[src/rtl/monopix_ro_sched_if.sv]
// Pad-side and DAQ-side signal bundle for the MONOPIX readout scheduler.
// The slave modport is the scheduler; the master is the chip/FIFO side.
interface monopix_ro_sched_if #(
   parameter int unsigned WORD_W = 27
);
   logic [3:0]        en;
   logic [3:0]        token;
   logic [3:0]        data_in;
   logic [3:0]        freeze;
   logic [3:0]        read;
   logic [WORD_W-1:0] data_out;
   logic [1:0]        data_flav;
   logic              data_valid;
   logic              data_ready;
   logic              busy;
   logic [15:0]       word_cnt;

   modport slave (
      input  en, token, data_in, data_ready,
      output freeze, read, data_out, data_flav, data_valid, busy, word_cnt
   );

   modport master (
      output en, token, data_in, data_ready,
      input  freeze, read, data_out, data_flav, data_valid, busy, word_cnt
   );
endinterface

[src/rtl/monopix_ro_sched.sv]
// Shared readout scheduler: round-robin TOKEN arbitration over four MONOPIX
// flavours, FREEZE/READ pad sequencing and serial capture of the hit word.
module monopix_ro_sched #(
   parameter int unsigned FREEZE_CYC = 3,
   parameter int unsigned READ_CYC   = 2,
   parameter int unsigned DATA_DLY   = 2,
   parameter int unsigned WORD_W     = 27,
   parameter int unsigned MAX_BURST  = 8
) (
   input  logic              clk_bx,
   input  logic              reset,
   monopix_ro_sched_if.slave bus
);

   typedef enum logic [2:0] {
      ST_IDLE,
      ST_FRZ,
      ST_RD,
      ST_WT,
      ST_SH,
      ST_OUT
   } state_t;

   state_t            r_state, w_state;
   logic [1:0]        r_sel, w_sel;
   logic [1:0]        r_rr, w_rr;
   logic [7:0]        r_burst, w_burst;
   logic [4:0]        r_cnt, w_cnt;
   logic [WORD_W-2:0] r_sreg, w_sreg;
   logic [3:0]        r_freeze, w_freeze;
   logic [3:0]        r_read, w_read;
   logic [WORD_W-1:0] r_dout, w_dout;
   logic [1:0]        r_flav, w_flav;
   logic              r_valid, w_valid;
   logic [15:0]       r_word_cnt, w_word_cnt;

   logic [3:0]        w_req;
   logic [1:0]        w_gnt;
   logic [1:0]        w_idx;
   logic              w_found;
   logic [WORD_W-1:0] w_shift;

   assign w_req   = bus.token & bus.en;
   assign w_shift = {r_sreg, bus.data_in[r_sel]};

   always_comb begin
      w_found = 1'b0;
      w_gnt   = r_rr;
      w_idx   = r_rr;
      for (int unsigned i = 0; i < 4; i++) begin
         w_idx = r_rr + 2'(i);
         if (!w_found && w_req[w_idx]) begin
            w_found = 1'b1;
            w_gnt   = w_idx;
         end
      end
   end

   always_comb begin
      w_state    = r_state;
      w_sel      = r_sel;
      w_rr       = r_rr;
      w_burst    = r_burst;
      w_cnt      = r_cnt;
      w_sreg     = r_sreg;
      w_freeze   = r_freeze;
      w_read     = r_read;
      w_dout     = r_dout;
      w_flav     = r_flav;
      w_valid    = r_valid;
      w_word_cnt = r_word_cnt;

      case (r_state)
         ST_IDLE: begin
            if (w_found) begin
               w_sel    = w_gnt;
               w_burst  = '0;
               w_cnt    = '0;
               w_freeze = 4'b0001 << w_gnt;
               w_state  = ST_FRZ;
            end
         end
         ST_FRZ: begin
            if (r_cnt == 5'(FREEZE_CYC - 1)) begin
               w_cnt   = '0;
               w_read  = r_freeze;
               w_state = ST_RD;
            end else begin
               w_cnt = r_cnt + 5'd1;
            end
         end
         ST_RD: begin
            if (r_cnt == 5'(READ_CYC - 1)) begin
               w_cnt   = '0;
               w_read  = '0;
               w_state = (DATA_DLY == 0) ? ST_SH : ST_WT;
            end else begin
               w_cnt = r_cnt + 5'd1;
            end
         end
         ST_WT: begin
            if (r_cnt == 5'(DATA_DLY - 1)) begin
               w_cnt   = '0;
               w_state = ST_SH;
            end else begin
               w_cnt = r_cnt + 5'd1;
            end
         end
         ST_SH: begin
            w_sreg = w_shift[WORD_W-2:0];
            if (r_cnt == 5'(WORD_W - 1)) begin
               w_cnt   = '0;
               w_dout  = w_shift;
               w_flav  = r_sel;
               w_valid = 1'b1;
               w_state = ST_OUT;
            end else begin
               w_cnt = r_cnt + 5'd1;
            end
         end
         ST_OUT: begin
            if (bus.data_ready) begin
               w_valid = 1'b0;
               w_burst = r_burst + 8'd1;
               if (r_word_cnt != 16'hFFFF) w_word_cnt = r_word_cnt + 16'd1;
               // burst+1 compared in 9 bits so MAX_BURST=255 cannot wrap
               if (w_req[r_sel] && (({1'b0, r_burst} + 9'd1) < 9'(MAX_BURST))) begin
                  w_cnt   = '0;
                  w_read  = r_freeze;
                  w_state = ST_RD;
               end else begin
                  w_freeze = '0;
                  w_rr     = r_sel + 2'd1;
                  w_state  = ST_IDLE;
               end
            end
         end
         default: w_state = ST_IDLE;
      endcase
   end

   always_ff @(posedge clk_bx) begin
      if (reset) begin
         r_state    <= ST_IDLE;
         r_sel      <= '0;
         r_rr       <= '0;
         r_burst    <= '0;
         r_cnt      <= '0;
         r_sreg     <= '0;
         r_freeze   <= '0;
         r_read     <= '0;
         r_dout     <= '0;
         r_flav     <= '0;
         r_valid    <= 1'b0;
         r_word_cnt <= '0;
      end else begin
         r_state    <= w_state;
         r_sel      <= w_sel;
         r_rr       <= w_rr;
         r_burst    <= w_burst;
         r_cnt      <= w_cnt;
         r_sreg     <= w_sreg;
         r_freeze   <= w_freeze;
         r_read     <= w_read;
         r_dout     <= w_dout;
         r_flav     <= w_flav;
         r_valid    <= w_valid;
         r_word_cnt <= w_word_cnt;
      end
   end

   assign bus.freeze     = r_freeze;
   assign bus.read       = r_read;
   assign bus.data_out   = r_dout;
   assign bus.data_flav  = r_flav;
   assign bus.data_valid = r_valid;
   assign bus.busy       = (r_state != ST_IDLE);
   assign bus.word_cnt   = r_word_cnt;

endmodule

[src/flat_wrapper.sv]
// flat-port wrapper written by rule: the top's interface ports become plain ports
module monopix_ro_sched_flat 
#(
   parameter int unsigned FREEZE_CYC = 3,
   parameter int unsigned READ_CYC   = 2,
   parameter int unsigned DATA_DLY   = 2,
   parameter int unsigned WORD_W     = 27,
   parameter int unsigned MAX_BURST  = 8
)
  (clk_bx, reset, bus_en, bus_token, bus_data_in, bus_data_ready, bus_freeze, bus_read, bus_data_out, bus_data_flav, bus_data_valid, bus_busy, bus_word_cnt);
  monopix_ro_sched_if #(.WORD_W(WORD_W)) bus_i ();
  input  logic clk_bx;
  input  logic reset;
  input wire logic [$bits(bus_i.en)-1:0] bus_en;
  input wire logic [$bits(bus_i.token)-1:0] bus_token;
  input wire logic [$bits(bus_i.data_in)-1:0] bus_data_in;
  input wire logic [$bits(bus_i.data_ready)-1:0] bus_data_ready;
  output wire logic [$bits(bus_i.freeze)-1:0] bus_freeze;
  output wire logic [$bits(bus_i.read)-1:0] bus_read;
  output wire logic [$bits(bus_i.data_out)-1:0] bus_data_out;
  output wire logic [$bits(bus_i.data_flav)-1:0] bus_data_flav;
  output wire logic [$bits(bus_i.data_valid)-1:0] bus_data_valid;
  output wire logic [$bits(bus_i.busy)-1:0] bus_busy;
  output wire logic [$bits(bus_i.word_cnt)-1:0] bus_word_cnt;
  assign bus_i.en = bus_en;
  assign bus_i.token = bus_token;
  assign bus_i.data_in = bus_data_in;
  assign bus_i.data_ready = bus_data_ready;
  assign bus_freeze = bus_i.freeze;
  assign bus_read = bus_i.read;
  assign bus_data_out = bus_i.data_out;
  assign bus_data_flav = bus_i.data_flav;
  assign bus_data_valid = bus_i.data_valid;
  assign bus_busy = bus_i.busy;
  assign bus_word_cnt = bus_i.word_cnt;
  monopix_ro_sched #(.FREEZE_CYC(FREEZE_CYC), .READ_CYC(READ_CYC), .DATA_DLY(DATA_DLY), .WORD_W(WORD_W), .MAX_BURST(MAX_BURST)) u_core (.clk_bx(clk_bx), .reset(reset), .bus(bus_i));
endmodule
[config.mk]
export PLATFORM = sky130hd
export DESIGN_NAME = monopix_ro_sched_flat
export DESIGN_NICKNAME = d
export VERILOG_FILES = /design/src/rtl/monopix_ro_sched_if.sv /design/src/rtl/monopix_ro_sched.sv /design/src/flat_wrapper.sv
export SDC_FILE = /design/constraint.sdc
export NUM_CORES = 1
export LEC_CHECK = 0
export CORE_AREA = 8 8 93 111
export DETAILED_ROUTE_END_ITERATION = 6
export DIE_AREA = 0 0 101 119
export GPL_ROUTABILITY_DRIVEN = 0
export PLACE_DENSITY_LB_ADDON = 0.05
export SKIP_CTS_REPAIR_TIMING = 1
export SLEW_MARGIN = 25
export SYNTH_ARGS = -nofsm -noshare
export SYNTH_HDL_FRONTEND = slang
export SYNTH_SLANG_ARGS = --single-unit
[constraint.sdc]
create_clock -name clk_bx -period 2.3 [get_ports clk_bx]
set_input_delay 0.46 -clock clk_bx [delete_from_list [all_inputs] [get_ports clk_bx]]
set_output_delay 0.46 -clock clk_bx [all_outputs]
set_load 0.02 [all_outputs]
==> out/metrics.yaml, run 1 <==
path_class: "register to register"
via_per_inst: 5.40
yosys_most_used_dff: "dfxtp_1"
layout_min_cycle_time_ns: 2.10
cts_buffers: 9
worstHoldPathCells: 2
ioPinCount: 70
cp_max_fo: 7
min_delay_worst_endpoint: "u_core.bus.data_out[6]"
hpwl_um: 7180
hold_viol_final: 0
met3_usage: 0.0309
path_buf_inv: 1
fmax_ghz: 0.477
slew_violations: 0
min_period_over_period: 0.911
cts.path.max_buffers: 2
yosys-top-cells-area: "dfxtp_1 45%, nand2_1 12%, a21oi_1 9.3%"
grt_pass1_vias: 3705
grt_antenna_before_repair: 0
r2r_start: "u_core.r_cnt[0]"
p_leak_nw: 1.82
route.antenna.remaining_nets: 0
die_x_um: 101
r2r_cells: 7
peakVddDrop_mv: 0.480
grt_max_degree: 77
clock_latency_ns: 0.37
met2_usage: 0.298
crit_path_end_kind: "register"
hp-start: "u_core.bus.data_out[6]"
max_cap_violations: 0
yosys.area.top_type: "dfxtp_1"
dpl_cell_area_sq_um: 5310
syn-instance-count: 546
slew_headroom: 0.571
report.final.setup_viol: 0
fin_setup_tns_ns: 0
cp.required_ns: 2.54
synthArstFlopShare: 0
coreArea_sq_um: 8520
dr.first_iter.drc_count: 167
grt-ovfl-total: 0
syn2layout_area_growth_pct: 25.0
grt_pass1_wl_um: 17100
cts_tree: "done"
drive_above_1_share: 0.0916
cts_htree_levels: 3
cp_top_family: "compound AO/OA/AOI/OAI gates"
grt_use_total: 0.171
io_buffers: 69
synth_edf_count: 0
cts_sinks: 100
drtPass1Iterations: 4
grtUsageMet1: 0.202
cpPeakStageDelay_ns: 0.45
wire_per_inst_um: 13.8
slowest_stage: "dfxtp_1"
grt-busiest-layer: "met2"
path_clk_slew_ns: 0.10
nets: 637
r2r_slack_ns: 0.20
synthesis.nets: 566
cp-start-kind: "register"
ys_seq_elements: 100
synth_top_area_share: 0.454
die_h_um: 119
core.rowCount: 37
status: "finished, final reports clean"
drt_drc_violations_left: 0
worstMarginPinSlew_ns: 0.639
via_count: 3993
start_util: 0.518
worst_clock_skew_ns: 0.0142
cp_data_arrival_time_ns: 2.34
hp-class: "register to register"
powerDensity_nw_per_um2: 646
diodes: 0
syn_area_sq_um: 4410
clock-root-buffer: "clkbuf_8"
path_cells: "inv_1, ha_1, mux2_2, and2_1, o31a_1, a31oi_1, o32ai_1"
drt-total-wl_um: 10200
reg2reg_to: "u_core.bus.read[0]"
ys_types: 56
synth.avg_cell_area_sq_um: 8.08
synth-warning-count: 0
ys_seq_area_frac: 0.454
die_area_sq_um: 12000
final_cell_area_sq_um: 5510
-- where the power goes --
group / total, mW / switching (mW) / internal (mW) / leakage, nW
logic: 0.613 / 0.347 / 0.266 / 0.913
clock network: 1.11 / 0.678 / 0.432 / 0.101
registers: 1.84 / 0.0656 / 1.77 / 0.807
-- placed cells by master, fill, tap and decap left out, types with 6 or more instances in the layout --
master	count
o21ai_0	14
nand3_1	10
dfxtp_1	98
clkbuf_8	9
nand2_1	137
nand4_1	8
nor2_1	23
xnor2_1	11
or3_1	7
inv_1	16
buf_4	26
clkdlybuf4s50_1	67
nor3_1	8
a21oi_1	82
a311oi_1	6
-- cells by family (layout without fill, tap and decap cells) --
kind of cell,Yosys count,count (layout),share of synthesized area
and+or+nand+nor,228,228,0.236
AOI/OAI and AO/OA,141,141,0.200
adders and majority gates,5,5,0.0142
xor gates and xnor gates,16,16,0.0318
muxes,5,5,0.0173
DFF,100,100,0.454
buffers and inverters,51,127,0.0468
-- metal layers --
layer,vias to the layer above,share of wire
li1,2050,-
met1,1862,0.44
met2,67,0.50
met3,14,0.036
met4,0,0.017
met5,-,0
-- cell usage after synthesis (all sizes together), types with 2 or more instances --
library cell and instances:
a2111oi 2, a211oi 5, a21oi 82, a311oi 6
a31oi 5, a41oi 3, and2 4, and3 4
and4 5, buf 9, clkbuf 26, dfxtp 100
ha 5, inv 16, mux2i 2, mux4 2
nand2 138, nand2b 2, nand3 10, nand3b 3
nand4 8, nand4b 2, nor2 24, nor2b 3
nor3 9, nor3b 3, o2111ai 4, o211a 2
o21ai 14, o221ai 2, o2bb2ai 2, o31ai 4
o32ai 4, or2 2, or3 7, xnor2 11
xor2 5
-- sequential cells by signal, summed over array words and instances, names as in the netlist, 2 cells and up --
| name | flops |
|---|---|
| u_core.r_state | 3 |
| u_core.bus.word_cnt | 16 |
| u_core.r_sreg | 26 |
| u_core.r_burst | 8 |
| u_core.r_rr | 2 |
| u_core.bus.data_flav | 2 |
| u_core.bus.freeze | 4 |
| u_core.bus.data_out | 27 |
| u_core.r_cnt | 5 |
| u_core.bus.read | 4 |
| u_core.r_sel | 2 |
-- how the worst max path moves through the flow --
stage                            to  slack, ns              start  cells past startpoint
2_1_floorplan       u_core.r_cnt[2]       0.37       bus_token[0]                      5
3_3_place_gp     u_core.bus.read[1]      -0.10       bus_token[3]                      6
3_5_place_dp     u_core.bus.read[0]      -0.18       bus_token[3]                      6
4_1_cts                    bus_busy      -0.07  u_core.r_state[0]                      2
5_1_grt        u_core.bus.freeze[1]      -0.02  u_core.r_burst[0]                      6
6_report         u_core.bus.read[0]       0.20    u_core.r_cnt[0]                      7
-- stage by stage --
stage                     total power, mW  hold slack [ns]  setup WS [ns]   util  instances
after floorplan                      2.26            0.432          0.375      -        546
after global placement               2.47            0.439         -0.101  0.623        723
after detailed placement             2.49            0.445         -0.181  0.623        723
after CTS                            3.59            0.460        -0.0670  0.647        739
after global routing                 3.74            0.481        -0.0182  0.647        739
final                                3.56            0.457          0.204  0.647        739
-- worst register-to-register path, stage by stage, from the launching register on --
cell and delay [ns]:
dfxtp_1 0.45, inv_1 0.07, ha_1 0.21, mux2_2 0.28
and2_1 0.18, o31a_1 0.31, a31oi_1 0.32, o32ai_1 0.15
-- final cells by class --
| cell class | count | area, sq um |
|---|---|---|
| repair buffers | 95 | 898 |
| inverters | 16 | 60.1 |
| fillers | 784 | 3000 |
| clock inverters | 7 | 73.8 |
| flip-flops and latches | 100 | 2000 |
| clock buffers | 9 | 124 |
| well taps | 117 | 146 |
| multi-input cells | 395 | 2210 |
(Power assumes the default switching activity.)
==> run 2, diff against run 1 <==
--- a/config.mk
+++ b/config.mk
@@ -5,11 +5,11 @@
 export SDC_FILE = /design/constraint.sdc
 export NUM_CORES = 1
 export LEC_CHECK = 0
-export CORE_AREA = 8 8 93 111
+export CORE_AREA = 2 2 87 105
 export DETAILED_ROUTE_END_ITERATION = 6
-export DIE_AREA = 0 0 101 119
+export DIE_AREA = 0 0 89 107
 export GPL_ROUTABILITY_DRIVEN = 0
-export PLACE_DENSITY_LB_ADDON = 0.05
+export PLACE_DENSITY = 0.89
 export SKIP_CTS_REPAIR_TIMING = 1
 export SLEW_MARGIN = 25
 export SYNTH_ARGS = -nofsm -noshare
==> run 2 against run 1 <==
Against the previous run: sequential power hardly changed; via count rose by 4.6%; clock skew shrank 0.0021 ns; clock power up 9%; non-clock buffer count down 3; register-to-register slack worse by 0.05 ns; critical endpoint is now bus_busy; largest power group unchanged; highest routed layer unchanged.
==> out/metrics.yaml, run 2 (synthesis gave the netlist of run 1 again) <==
core.rowCount: 37
layout_min_cycle_time_ns: 2.23
hpwl_um: 7220
cts_buffers: 9
cts_htree_levels: 3
crit_path_end_kind: "output port"
die_area_sq_um: 9520
nets: 634
clock_latency_ns: 0.35
path_class: "register to output port"
r2r_start: "u_core.r_cnt[0]"
final_common_cell: "nand2_1"
worstMarginPinSlew_ns: 0.608
ioPinCount: 70
diodes: 0
grt-ovfl-total: 0
drive_above_1_share: 0.0889
path_clk_slew_ns: 0.10
grt_max_degree: 62
grt_pass1_vias: 3886
io_buffers: 69
grt_use_total: 0.228
die_h_um: 107
powerDensity_nw_per_um2: 666
status: "finished, final reports clean"
fin_setup_tns_ns: 0
drt_drc_violations_left: 0
cp_max_fo: 11
via_per_inst: 5.67
utilization: 0.648
worstHoldPathCells: 2
cts_sinks: 100
peakVddDrop_mv: 0.382
min_period_over_period: 0.969
r2r_slack_ns: 0.15
coreArea_sq_um: 8520
min_delay_worst_endpoint: "u_core.bus.data_out[26]"
hold_viol_final: 0
cp.required_ns: 1.84
drt-total-wl_um: 10700
layout.cells.most_common_list: "137 x nand2_1, 99 x dfxtp_1, 82 x a21oi_1"
largest_reg_flops: 27
p_leak_nw: 1.81
syn2layout_area_growth_pct: 25.1
slew_violations: 0
start_util: 0.518
cts.path.max_buffers: 2
route.antenna.remaining_nets: 0
slew_headroom: 0.590
cp_data_arrival_time_ns: 1.77
reg2reg_to: "u_core.bus.read[0]"
grt_pass1_wl_um: 17700
dr.first_iter.drc_count: 221
hp-start: "u_core.r_sreg[25]"
report.final.setup_viol: 0
die_x_um: 89
cts_tree: "done"
r2r_cells: 7
max_cap_violations: 0
drtPass1Iterations: 6
fmax_ghz: 0.449
finalNonFillerCells: 736
via_count: 4176
hp-class: "register to register"
place_inst: 720
worst_clock_skew_ns: 0.0121
wire_per_inst_um: 14.5
clock-root-buffer: "clkbuf_8"
cp-start-kind: "register"
grt_antenna_before_repair: 0
[run 2: final cells by class]
cell class	instances	area [sq um]
clock inverters	5	67.6
inverters	16	60.1
fillers	734	3000
multi-input cells	395	2220
repair buffers	92	871
clock buffers	11	151
well taps	117	146
flip-flops and latches	100	2000
[run 2: through the flow]
step                worst slack (ns)  power, mW  hold slack [ns]  cell area [sq um]
finish                        0.0722       3.67            0.457               5520
floorplan                      0.375       2.26            0.432               4410
global route                -0.00728       3.81            0.478               5520
CTS                          -0.0192       3.67            0.457               5500
detailed placement            -0.203       2.49            0.447               5290
global placement             -0.0841       2.46            0.442               5290
[run 2: routing by layer]
metal  GRT usage  share of wire  wire length, um  up-vias
met3      0.0285          0.044              471       19
li1            -              -                -     2047
met5           0              0                0        -
met2       0.385           0.51             5460      133
met4      0.0832          0.019              199        0
met1       0.297           0.42             4530     1977
[run 2: critical path: stages, from the launching register on]
cell and delay, ns:
dfxtp_2 0.40, or3_1 0.43, clkdlybuf4s50_1 0.59
[run 2: how the worst max path moves through the flow]
stage	start	to	slack [ns]	depth (start not counted)
finish	u_core.r_state[1]	bus_busy	0.07	2
floorplan	bus_token[0]	u_core.r_cnt[2]	0.37	5
global placement	bus_token[3]	u_core.bus.read[1]	-0.08	6
global route	u_core.r_burst[0]	u_core.bus.read[0]	-0.007	6
detailed placement	bus_token[3]	u_core.bus.read[0]	-0.20	6
CTS	u_core.r_state[1]	bus_busy	-0.02	2
[run 2: power by group]
part           internal (mW)  leakage [nW]  switching (mW)
sequential              1.77         0.807          0.0554
clock                  0.579         0.112           0.631
combinational          0.268         0.888           0.370
total                   2.62          1.81            1.06
==> run 3, diff against run 2 <==
--- a/config.mk
+++ b/config.mk
@@ -5,11 +5,12 @@
 export SDC_FILE = /design/constraint.sdc
 export NUM_CORES = 1
 export LEC_CHECK = 0
-export CORE_AREA = 2 2 87 105
+export CAP_MARGIN = 40
+export CORE_AREA = 2 2 91 111
 export DETAILED_ROUTE_END_ITERATION = 6
-export DIE_AREA = 0 0 89 107
+export DIE_AREA = 0 0 93 113
 export GPL_ROUTABILITY_DRIVEN = 0
-export PLACE_DENSITY = 0.89
+export PLACE_DENSITY = 0.85
 export SKIP_CTS_REPAIR_TIMING = 1
 export SLEW_MARGIN = 25
 export SYNTH_ARGS = -nofsm -noshare
==> constraint.sdc (replaced) <==
create_clock -name clk_bx -period 2 [get_ports clk_bx]
set_input_delay 0.4 -clock clk_bx [delete_from_list [all_inputs] [get_ports clk_bx]]
set_output_delay 0.4 -clock clk_bx [all_outputs]
set_load 0.02 [all_outputs]
==> run 3 against run 2 <==
Against the previous run: the run now ends with negative setup slack left; combinational power rose by 52%; cell count is 3.4% higher; global-route usage decreased by 2.6 points; critical path depth up 5; clock-buffer cell count shrank 1; total power increased by 30%; die area up 10%; worst hold slack worse by 0.12 ns; via count rose by 2.6%; clock power increased by 40%; sequential cell count unchanged; clock skew is 0.0049 ns lower; critical path type is now register to register; largest power group unchanged.
==> out/metrics.yaml, run 3 (synthesis gave the netlist of run 1 again) <==
status: "finished, violations left"
violations: "negative setup slack"
cp_data_arrival_time_ns: 2.36
worst_clock_skew_ns: 0.00714
cts_tree: "done"
cp-start-kind: "register"
cts_htree_levels: 3
via_count: 4286
fillers: 773
io_buffers: 69
report.final.setup_viol: 6
largest_reg_flops: 27
hpwl_um: 7130
die_area_sq_um: 10500
clock-root-buffer: "clkbuf_16"
fin_setup_tns_ns: -0.279
final_common_cell: "nand2_1"
cts_buffers: 9
grt-ovfl-total: 0
path_cells: "ha_2, nor4b_2, nand4_1, buf_4, a211o_1, o32a_1, nor3_2"
drt_drc_violations_left: 0
ioPinCount: 70
die_h_um: 113
slowest_stage: "o32a_1"
path_class: "register to register"
p_leak_nw: 2.04
via_per_inst: 5.63
grt_antenna_before_repair: 0
start_util: 0.471
layout_min_cycle_time_ns: 2.09
route.antenna.remaining_nets: 0
core.rowCount: 39
rsz0062_at_grt: "true"
wire_per_inst_um: 14.4
slew_headroom: 0.679
cts.path.max_buffers: 2
drive_above_1_share: 0.141
cp.required_ns: 2.27
die_x_um: 93
cpPeakStageDelay_ns: 0.35
slew_violations: 0
path_clk_slew_ns: 0.07
min_period_over_period: 1.04
holdWs_ns: 0.342
grt_pass1_vias: 3915
coreArea_sq_um: 9370
worstMarginPinSlew_ns: 0.481
grt_max_degree: 51
fmax_ghz: 0.479
cp_max_fo: 4
drt-total-wl_um: 10900
grt_use_total: 0.202
grt_pass1_wl_um: 17300
hp-class: "input port to register"
layout.cells.most_common_list: "135 x nand2_1, 98 x dfxtp_1, 82 x a21oi_1"
dr.first_iter.drc_count: 313
syn2layout_area_growth_pct: 33.3
diodes: 0
max_cap_violations: 0
cts_sinks: 100
fin_ws_ns: -0.0870
crit_path_end_kind: "register"
drtPass1Iterations: 5
clock_latency_ns: 0.35
hold_viol_final: 0
nets: 653
peakVddDrop_mv: 0.420
powerDensity_nw_per_um2: 810
run 3: changes by cell type in the layout (fill, tap and decap cells not counted), sizes merged:
cell,change
inv,+1
dlymetal6s2s,+9
clkinv,+1
clkbuf,-1
bufinv,-1
buf,+19
clkdlybuf4s50,-9
run 3: routing by layer:
| layer | wire, um | global-route usage | vias to the layer above |
|---|---|---|---|
| met1 | 4430 | 0.234 | 2034 |
| met2 | 5680 | 0.356 | 132 |
| met3 | 472 | 0.0393 | 32 |
| met4 | 343 | 0.0961 | 0 |
| li1 | - | - | 2088 |
| met5 | 0 | 0 | - |
run 3: final timing paths:
| kind | startpoint | end | slack (ns) | depth (start not counted) |
|---|---|---|---|---|
| max | u_core.r_burst[0] | u_core.r_state[1] | -0.09 | 7 |
| min | reset | u_core.r_state[0] | 0.34 | 2 |
| max reg2reg | u_core.r_burst[0] | u_core.r_state[1] | -0.09 | 7 |
| min reg2reg | u_core.bus.data_out[1] | u_core.bus.data_out[1] | 0.45 | 2 |
run 3: layout make-up:
class / count / area, sq um / area share
clock buffer: 10 / 239 / 0.0406
clock inverter: 6 / 53.8 / 0.00915
inverter: 16 / 62.6 / 0.0106
multi-input combinational: 395 / 2320 / 0.395
sequential: 100 / 2010 / 0.342
tap: 123 / 154 / 0.0262
timing repair buffer: 111 / 1040 / 0.177
run 3: per-stage QoR:
| step | power (mW) | cell area, sq um | setup slack (ns) | cells | utilization |
|---|---|---|---|---|---|
| 2_1_floorplan | 2.60 | 4410 | 0.127 | 546 | - |
| 3_3_place_gp | 2.88 | 5400 | -0.309 | 740 | 0.576 |
| 3_5_place_dp | 2.92 | 5400 | -0.382 | 740 | 0.576 |
| 4_1_cts | 4.61 | 5690 | -0.159 | 756 | 0.608 |
| 5_1_grt | 4.94 | 5880 | -0.150 | 761 | 0.628 |
| 6_report | 4.77 | 5880 | -0.0870 | 761 | 0.628 |
run 3: report_power, final:
part	internal (mW)	switching (mW)	leakage (nW)
Combinational	0.434	0.536	1.08
Clock	0.902	0.801	0.147
Sequential	2.04	0.0503	0.808
run 3: critical path: cells and delay by family (launching register included):
| family | cells | cell delay, ns |
|---|---|---|
| AOI/OAI and AO/OA | 2 | 0.65 |
| adders and majority gates | 1 | 0.22 |
| buffers and inverters | 1 | 0.20 |
| DFF | 1 | 0.32 |
| and+or+nand+nor | 3 | 0.62 |
